[config.mk]
export PLATFORM = sky130hd
export DESIGN_NAME = rr_arbiter4_flat
export DESIGN_NICKNAME = d
export VERILOG_FILES = /design/src/rtl/rr_arbiter4_pkg.sv /design/src/rtl/rr_arbiter4_if.sv /design/src/rtl/rr_arbiter4_prio_enc4.sv /design/src/rtl/rr_arbiter4.sv /design/src/flat_wrapper.sv
export SDC_FILE = /design/constraint.sdc
export NUM_CORES = 1
export LEC_CHECK = 0
export CORE_MARGIN = 5
export CORE_UTILIZATION = 31
export CTS_CLUSTER_DIAMETER = 100
export DETAILED_ROUTE_END_ITERATION = 8
export HOLD_SLACK_MARGIN = 0.05
export SKIP_LAST_GASP = 1
export SLEW_MARGIN = 20
export SYNTH_ARGS = -nofsm -noshare
export SYNTH_HDL_FRONTEND = slang
export SYNTH_SLANG_ARGS = --single-unit
[constraint.sdc]
create_clock -name clk -period 2.3 [get_ports clk]
set_input_delay 0.345 -clock clk [delete_from_list [all_inputs] [get_ports clk]]
set_output_delay 0.345 -clock clk [all_outputs]
set_load 0.02 [all_outputs]
[src/rtl/rr_arbiter4_pkg.sv]
// Shared definitions for the four-client round-robin arbiter:
// sizes, the FSM state type and a one-hot helper.
package arb_pkg;

  localparam int N_REQ = 4;
  localparam int ID_W  = 2;

  typedef enum logic {
    IDLE  = 1'b0,
    GRANT = 1'b1
  } arb_state_t;

  // Turns a 2-bit client index into its one-hot grant pattern.
  function automatic logic [N_REQ-1:0] onehot4(input logic [ID_W-1:0] id);
    logic [N_REQ-1:0] oh;
    oh     = '0;
    oh[id] = 1'b1;
    return oh;
  endfunction

endpackage

[src/rtl/rr_arbiter4_if.sv]
// Request/grant bundle between the clients and the arbiter.
// The master side drives requests and observes grants; the slave side is the arbiter.
interface rr_arbiter4_if;
  import arb_pkg::*;

  logic [N_REQ-1:0] req;
  logic [N_REQ-1:0] gnt;
  logic [ID_W-1:0]  gnt_id;
  logic             gnt_valid;
  logic             timeout;

  modport master (output req, input gnt, input gnt_id, input gnt_valid, input timeout);
  modport slave  (input req, output gnt, output gnt_id, output gnt_valid, output timeout);

endinterface

[src/rtl/rr_arbiter4_prio_enc4.sv]
// Combinational 4-to-2 priority encoder; the lowest set index wins.
// valid is low when no input bit is set, and enc is then 0.
module prio_enc4
  import arb_pkg::*;
(
  input  logic [N_REQ-1:0] req_in,
  output logic [ID_W-1:0]  enc,
  output logic             valid
);

  // Scan from bit 0 upward and report the first set bit.
  always_comb begin
    enc   = '0;
    valid = 1'b0;
    if (req_in[0]) begin
      enc   = 2'd0;
      valid = 1'b1;
    end else if (req_in[1]) begin
      enc   = 2'd1;
      valid = 1'b1;
    end else if (req_in[2]) begin
      enc   = 2'd2;
      valid = 1'b1;
    end else if (req_in[3]) begin
      enc   = 2'd3;
      valid = 1'b1;
    end
  end

endmodule

[src/rtl/rr_arbiter4.sv]
// Four-client round-robin arbiter with registered one-hot and encoded grants.
// A grant is held while its owner keeps requesting, optionally cut off after
// MAX_HOLD cycles (0 = unlimited). Every release advances the priority pointer
// past the released client and is followed by at least one idle cycle.
module rr_arbiter4
  import arb_pkg::*;
#(
  parameter int unsigned MAX_HOLD = 8
) (
  input  logic         clk,
  input  logic         rst_n,
  rr_arbiter4_if.slave bus
);

  localparam logic [3:0] HOLD_LIM = 4'(MAX_HOLD);
  localparam bit         HOLD_EN  = (MAX_HOLD != 0);

  arb_state_t       state, state_nxt;
  logic [ID_W-1:0]  ptr, ptr_nxt;
  logic [3:0]       hold_cnt, hold_nxt;
  logic [N_REQ-1:0] gnt_q, gnt_nxt;
  logic [ID_W-1:0]  id_q, id_nxt;
  logic             valid_q, valid_nxt;
  logic             timeout_q, timeout_nxt;

  logic [N_REQ-1:0] req_rot;
  logic [ID_W-1:0]  enc;
  logic             enc_valid;
  logic [ID_W-1:0]  winner;

  // Rotate requests right by ptr so the encoder's bit 0 is the highest-priority client.
  always_comb begin
    req_rot = bus.req;
    case (ptr)
      2'd0: req_rot = bus.req;
      2'd1: req_rot = {bus.req[0],   bus.req[3:1]};
      2'd2: req_rot = {bus.req[1:0], bus.req[3:2]};
      2'd3: req_rot = {bus.req[2:0], bus.req[3]};
      default: req_rot = bus.req;
    endcase
  end

  prio_enc4 u_prio_enc4 (
    .req_in (req_rot),
    .enc    (enc),
    .valid  (enc_valid)
  );

  // Undo the rotation; 2-bit addition wraps modulo 4.
  assign winner = enc + ptr;

  // Next-state logic: arbitrate in IDLE, watch only the owner's request in GRANT.
  always_comb begin
    state_nxt   = state;
    ptr_nxt     = ptr;
    hold_nxt    = hold_cnt;
    gnt_nxt     = gnt_q;
    id_nxt      = id_q;
    valid_nxt   = valid_q;
    timeout_nxt = 1'b0;
    case (state)
      IDLE: begin
        if (enc_valid) begin
          state_nxt = GRANT;
          gnt_nxt   = onehot4(winner);
          id_nxt    = winner;
          valid_nxt = 1'b1;
          hold_nxt  = 4'd1;
        end else begin
          gnt_nxt   = '0;
          valid_nxt = 1'b0;
        end
      end
      GRANT: begin
        if (!bus.req[id_q]) begin
          state_nxt = IDLE;
          gnt_nxt   = '0;
          valid_nxt = 1'b0;
          ptr_nxt   = id_q + 2'd1;
        end else if (HOLD_EN && (hold_cnt == HOLD_LIM)) begin
          state_nxt   = IDLE;
          gnt_nxt     = '0;
          valid_nxt   = 1'b0;
          ptr_nxt     = id_q + 2'd1;
          timeout_nxt = 1'b1;
        end else if (hold_cnt != 4'hF) begin
          hold_nxt = hold_cnt + 4'd1;
        end
      end
      default: begin
        state_nxt = IDLE;
        gnt_nxt   = '0;
        valid_nxt = 1'b0;
      end
    endcase
  end

  // State and output registers; reset drops any grant without a timeout pulse.
  always_ff @(posedge clk) begin
    if (!rst_n) begin
      state     <= IDLE;
      ptr       <= '0;
      hold_cnt  <= '0;
      gnt_q     <= '0;
      id_q      <= '0;
      valid_q   <= 1'b0;
      timeout_q <= 1'b0;
    end else begin
      state     <= state_nxt;
      ptr       <= ptr_nxt;
      hold_cnt  <= hold_nxt;
      gnt_q     <= gnt_nxt;
      id_q      <= id_nxt;
      valid_q   <= valid_nxt;
      timeout_q <= timeout_nxt;
    end
  end

  assign bus.gnt       = gnt_q;
  assign bus.gnt_id    = id_q;
  assign bus.gnt_valid = valid_q;
  assign bus.timeout   = timeout_q;

endmodule

[src/flat_wrapper.sv]
// flat-port wrapper written by rule: the top's interface ports become plain ports
module rr_arbiter4_flat import arb_pkg::*;
#(
  parameter int unsigned MAX_HOLD = 8
)
  (clk, rst_n, bus_req, bus_gnt, bus_gnt_id, bus_gnt_valid, bus_timeout);
  rr_arbiter4_if bus_i ();
  input  logic clk;
  input  logic rst_n;
  input wire logic [$bits(bus_i.req)-1:0] bus_req;
  output wire logic [$bits(bus_i.gnt)-1:0] bus_gnt;
  output wire logic [$bits(bus_i.gnt_id)-1:0] bus_gnt_id;
  output wire logic [$bits(bus_i.gnt_valid)-1:0] bus_gnt_valid;
  output wire logic [$bits(bus_i.timeout)-1:0] bus_timeout;
  assign bus_i.req = bus_req;
  assign bus_gnt = bus_i.gnt;
  assign bus_gnt_id = bus_i.gnt_id;
  assign bus_gnt_valid = bus_i.gnt_valid;
  assign bus_timeout = bus_i.timeout;
  rr_arbiter4 #(.MAX_HOLD(MAX_HOLD)) u_core (.clk(clk), .rst_n(rst_n), .bus(bus_i));
endmodule
Word level (Yosys, flattened, before mapping). Cells that the tools add are included. W data, S select, Z words.

Output and inout bits: 8. Flip-flop bits (word level): 15.

Order comparisons: 3. Add/subtract/negate cells: 3. Equal/unequal tests: 11. Reductions and logical operators: 6. Bitwise logic cells: 1. Muxes and demuxes: 32.

Operator list (number): $mux W4 (7); $pmux W4 S2 (2); $pmux W4 S4 (1); $mux W1 (12); $mux W2 (6); $ne A2 B2 Y1 const B (4); $lt A2 B3 Y1 const B (2); $add A4 B1 Y4 const B (1); $eq A2 B2 Y1 const B (2); $eq A4 B4 Y1 const B (1); $ne A4 B4 Y1 const B (1); $pmux W1 S2 (2); $reduce_and A2 Y1 (2); $reduce_and A4 Y1 (1); $ne A3 B3 Y1 const B (1); $reduce_and A3 Y1 (1); $add A2 B1 Y2 const B (1); $add A2 B2 Y2 (1); $bmux W1 S2 (1); $demux W1 S2 (1); $eq A2 B1 Y1 const B (1); $ge A2 B1 Y1 const B (1); $logic_not A2 Y1 (1); $ne A2 B1 Y1 const B (1); other kinds (2) (2).

Longest topological paths before layout.
Depth after elaboration: 13. Depth in mapped cells: 9.

Cells and area by module. A second synthesis with hierarchy kept.

Cell total of the unflattened synthesis: 92. Area total of the unflattened synthesis: 875.8 µm².

Modules (own cells, without submodules): rr_arbiter4 (area each 840.8 µm², cells an instance 85, instances 1); prio_enc4 (area each 35.0 µm², cells an instance 7, instances 1).

Worst setup path after synthesis. Ideal clock, no wire load.

Path type: register to register. Start point: register u_core.id_q[0], in the netlist u_core.bus.gnt_id[0]. End point: register u_core.gnt_q[1], in the netlist u_core.bus.gnt[1]. Data arrival time: 1.644 ns. Period minus slack after synthesis: 1.761 ns. Buffers on the path: 0. Library setup time: 0.117 ns. Slack: 0.539 ns. Stages on the path, launching flop included: 5. Cell sequence: dfxtp_1 mux4_2 and2_4 and3_4 a22o_1.

Word-level cells in the longest chain between the ends: 4. Elaborated cells between the ends (all ways): 5.

Ends and longest elaborated chain: start, declared (line rr_arbiter4.sv:22) `logic [ID_W-1:0] id_q, id_nxt;`; start signal, assigned (line rr_arbiter4.sv:113) `id_q <= id_nxt;`; $bmux W1 S2 * (line rr_arbiter4.sv:75) `if (!bus.req[id_q]) begin`; $mux W1 (implied by the code) * (line rr_arbiter4.sv:75); $mux W4 (line rr_arbiter4.sv:75); $pmux W4 S2 (line rr_arbiter4.sv:61) `case (state)`; end signal, assigned (line rr_arbiter4.sv:112) `gnt_q <= gnt_nxt;`; end, declared (line rr_arbiter4.sv:21) `logic [N_REQ-1:0] gnt_q, gnt_nxt;`.

Mark *: on every way between the ends. The rest lies on a longest branch, timed or not. The select of a mux whose other input is x is not followed. A chain may end at the register's enable or synchronous reset.

Final worst setup path.
Start point: input port bus_req[2]. End point: register u_core.gnt_q[0], in the netlist u_core.bus.gnt[0].

Word-level cells in the longest chain between the ends: 12. Elaborated cells between the ends (all ways): 21.

Ends and longest elaborated chain: start, declared (line flat_wrapper.sv:10) `input wire logic [$bits(bus_i.req)-1:0] bus_req;`; $pmux W4 S4 (line rr_arbiter4.sv:34) `case (ptr)`; $mux W2 (line rr_arbiter4_prio_enc4.sv:24) `end else if (req_in[3]) begin`; $mux W2 (line rr_arbiter4_prio_enc4.sv:21) `end else if (req_in[2]) begin`; $mux W2 (line rr_arbiter4_prio_enc4.sv:18) `end else if (req_in[1]) begin`; $mux W2 (line rr_arbiter4_prio_enc4.sv:15) `if (req_in[0]) begin`; $add A2 B2 Y2 (line rr_arbiter4.sv:50) `assign winner = enc + ptr;`; $lt A2 B3 Y1 (implied by the code) / $ge A2 B1 Y1 (equally long branches) (line rr_arbiter4_pkg.sv:17) `oh[id] = 1'b1;`; $logic_and A1 B1 Y1 (implied by the code) (line rr_arbiter4_pkg.sv:17); $mux W1 (implied by the code) (line rr_arbiter4_pkg.sv:17); $demux W1 S2; $mux W4 (line rr_arbiter4.sv:63) `if (enc_valid) begin`; $pmux W4 S2 (line rr_arbiter4.sv:61).

Parallel ways exist; a longest one is shown, timed or not. The select of a mux whose other input is x is not followed.

==> results.cfg <==
[layout]
final-seq-area_um2 = 300.3
postLayoutCoreUtil_pct = 39.12
multi_input_logic_area_um2 = 499.2
filler_cell_count = 286
postLayoutCellArea_um2 = 1051
fraction_of_layout_cells_with_a_size_suffix_above_1_pct = 11.57
antenna-diode-count = 0
fin_nets = 131
layout-area-overhead-vs-synth_pct = 23.17

[synthesis]
synth_top_family_by_area = simple AND/OR/NAND/NOR gates
synthAdderAreaFrac_pct = 4.399
portion_of_the_post_synthesis_area_used_by_sequential_elements_pct = 35.19
area_fraction_in_compound_gates_after_synthesis_pct = 18.91
synth_xor_xnor_area_share_pct = 4.106
synth_top_cell_area_share_pct = 35.19
synth.cell_area_um2 = 853.3
mappedNetlistNets = 113
post_synth_inst_count = 104
synthDominantAreaCellType = dfxtp_1
netlist_top_cells_area = dfxtp_1 35%, nor2_1 6.6%, nand2_1 4.8%
multiplexer_fraction_of_the_synthesized_cell_area_pct = 6.305
yosys_warnings = 0
synth_cell_type_count = 34
syn_area_cell_um2 = 8.205
ffs_latches_synth = 15
synth_simple_gate_area_share_pct = 24.78

[routing]
via_count = 779
via_per_inst = 5.125
ant_nets = 0
detail_route.first_pass.iterations = 4
wl_per_cell_um = 11.85
drcViolationCount = 0
drt_first_iter_violations = 25
route.final.wire_length_um = 1801

[power]
combPwrFrac_pct = 30.1
switchingPower_w = 0.0002110
ir_worst_vdd_uv = 372.8
p_sw_share_pct = 31.95
intPower_w = 0.0004496
power.density_nw_per_um2 = 628.5
p_seq_share_pct = 47.4
share_clk_of_total_power_pct = 22.5
power_leakage_nw = 0.3919

[sta]
slew_headroom_pct = 72.66
finalSetupViolCount = 0
timing_worst_slew_pin_value_ns = 0.4095
final_setup_margin_ns = 0.2781
min_period_over_period_pct = 87.91
finalSetupTns_ns = 0
timing.final.hold_violations = 0
finalCriticalPeriod_ns = 2.022
final.setup_skew_ns = 0.002710
finalMaxSlewViolations = 0
maxClockFrequency_mhz = 494.6
grt_setup_unrepaired = no
whs_ns = 0.4498

[critical_path]
critical-path-slowest-cell = clkdlybuf4s50_1
setup.worst_path.class = input pin to register
critPathBufInv = 1
critical_path_arrival_ns = 2.25
regToRegSetupSlack_ns = 0.46
required_ns = 2.53
critical_path_cell_count = 9
crit_path_start_kind = input pin
timing.critical_path.cells = clkdlybuf4s50_1 > nor2_1 > nor3_1 > a21oi_1 > nand2_1 > ha_1 > xnor2_1 > xnor2_1 > a22o_1
crit_path_end_kind = register
r2r.worst_path.cells = 7
critical_path.max_stage_delay_ns = 0.56
cpLargestDelayFamily = buffers and inverters
cpMostUsedCell = xnor2_1
path_max_fanout = 10

[global_routing]
grt_start_max_net_pins = 13
antenna_found_initial = 0
vias_in_the_first_global_route = 774
grt_overflow_total = 0
gr-usage-all-layers_pct = 10.06
global_route_wire_length_before_repair_um = 3270

[place]
gp_congestion = 0.8042
detailedPlacementHpwl_um = 1404
placed_cell_area_um2 = 1025
pre_cts_slack_ns = -0.009580
portbufs = 13

[floorplanning]
die_area_um2 = 3902
total_i_o_pin_count = 14
std_cell_rows = 19
dieHeight_um = 62.47
fp.dieW_um = 62.47
initial_util_pct = 31.77
core_um2 = 2686

[cts]
ctsResizeCount = 0
cts_setup_buffers = 0
htree_levels = 1
ctsRootBufferMaster = clkbuf_4
clk_latency_ns = 0.28
cts.sinks = 15
tritoncts_clock_tree = done
max-clock-path-buffers = 2
worst_setup_hold_path_clk_slew_ns = 0.09
cts_made_buffers = 3
hold_fix_buffer_count_after_cts = 0

[hold_path]
min_path_type = register to register
whs_path_depth = 2

[status]
run_status = complete, no violations

[job]
drv.max_cap_violation_count = 0
==> registers in the layout, indices dropped and copies added (netlist names) <==
name,count
u_core.bus.timeout,1
u_core.bus.gnt_id,2
u_core.hold_cnt,4
u_core.state,1
u_core.bus.gnt,4
u_core.bus.gnt_valid,1
u_core.ptr,2
==> layout by cell type (no fill, tap or decap), drive strengths merged <==
cell type,instances
a311oi,1
o32ai,2
o311ai,1
a22oi,1
mux2,1
o211ai,1
nand3,6
nor3,2
mux2i,2
buf,5
and2,1
and3,3
nand2b,4
clkdlybuf4s50,13
dfxtp,15
inv,5
xnor2,4
a22o,2
nor2,15
mux4,1
a21oi,7
nand3b,1
o22ai,1
ha,3
o21ai,5
nand2,11
clkbuf,4
a32oi,1
nor4,1
o31ai,2
==> path summary, 6_finish.rpt <==
check                                  startpoint           endpoint
worst max-delay path                   bus_req[2]  u_core.bus.gnt[0]
worst min-delay path            u_core.bus.gnt[3]  u_core.bus.gnt[3]
worst max register to register      u_core.ptr[0]  u_core.bus.gnt[0]
worst min register to register  u_core.bus.gnt[3]  u_core.bus.gnt[3]
==> cells in the mapped netlist <==
cell / n
nor4_1: 1
a311oi_1: 1
a21oi_2: 1
clkbuf_1: 2
nand2b_2: 1
buf_6: 2
o21ai_1: 1
a32oi_1: 1
ha_1: 3
o22ai_1: 1
mux4_2: 1
mux2i_1: 2
o32ai_1: 2
and3_1: 2
nand2b_1: 3
o311ai_0: 1
o31ai_1: 2
nand2_1: 11
a21oi_1: 6
o21ai_0: 4
and3_4: 1
inv_1: 5
nand3b_1: 1
and2_4: 1
xnor2_1: 4
buf_2: 1
o211ai_1: 1
nand3_1: 6
a22oi_1: 1
dfxtp_1: 15
a22o_1: 2
nor3_1: 2
nor2_1: 15
mux2_2: 1
==> metal layers <==
layer	up-vias	wire (um)	GRT usage (%)	share of wire [%]
met3	2	47	2.878	2.6
met4	0	17	4.509	0.94
li1	401	-	-	-
met1	369	838	11.35	47
met5	-	0	0	0
met2	7	898	17.36	50
==> power by group through the flow <==
stage	clock network, W	logic (W)	registers [W]
2_1_floorplan	0	0.000122	0.000327
3_3_place_gp	0	0.000198	0.000319
3_5_place_dp	0	0.000200	0.000319
4_1_cts	0.000159	0.000201	0.000313
5_1_grt	0.000171	0.000221	0.000318
6_report	0.000149	0.000199	0.000313
==> worst reg2reg max path: stages (launching register included) <==
cell      delay [ns]
dfxtp_1         0.58
o311ai_0        0.20
o21ai_0         0.10
nand2_1         0.07
ha_1            0.20
xnor2_1         0.13
xnor2_1         0.32
a22o_1          0.19
==> cells by family after synthesis <==
logic type | after synthesis
muxes | 4
DFF | 15
xor gates and xnor gates | 4
adders and majority gates | 3
buffers and inverters | 10
AOI/OAI and AO/OA | 24
and+or+nand+nor | 44
==> area by class of cell <==
| cell class | count | area share, % |
|---|---|---|
| clock buffer | 4 | 2.500 |
| inverter | 5 | 1.786 |
| multi-input combinational | 79 | 47.50 |
| sequential | 15 | 28.57 |
| tap | 31 | 3.690 |
| timing repair buffer | 18 | 15.95 |
==> per-stage QoR <==
stage	total power (W)	cells
after CTS	0.0006730	152
after global routing	0.0007108	152
after floorplan	0.0004484	104
after global placement	0.0005168	148
final	0.0006606	152
after detailed placement	0.0005192	148
Note: power is estimated with default switching activity, not from simulation.
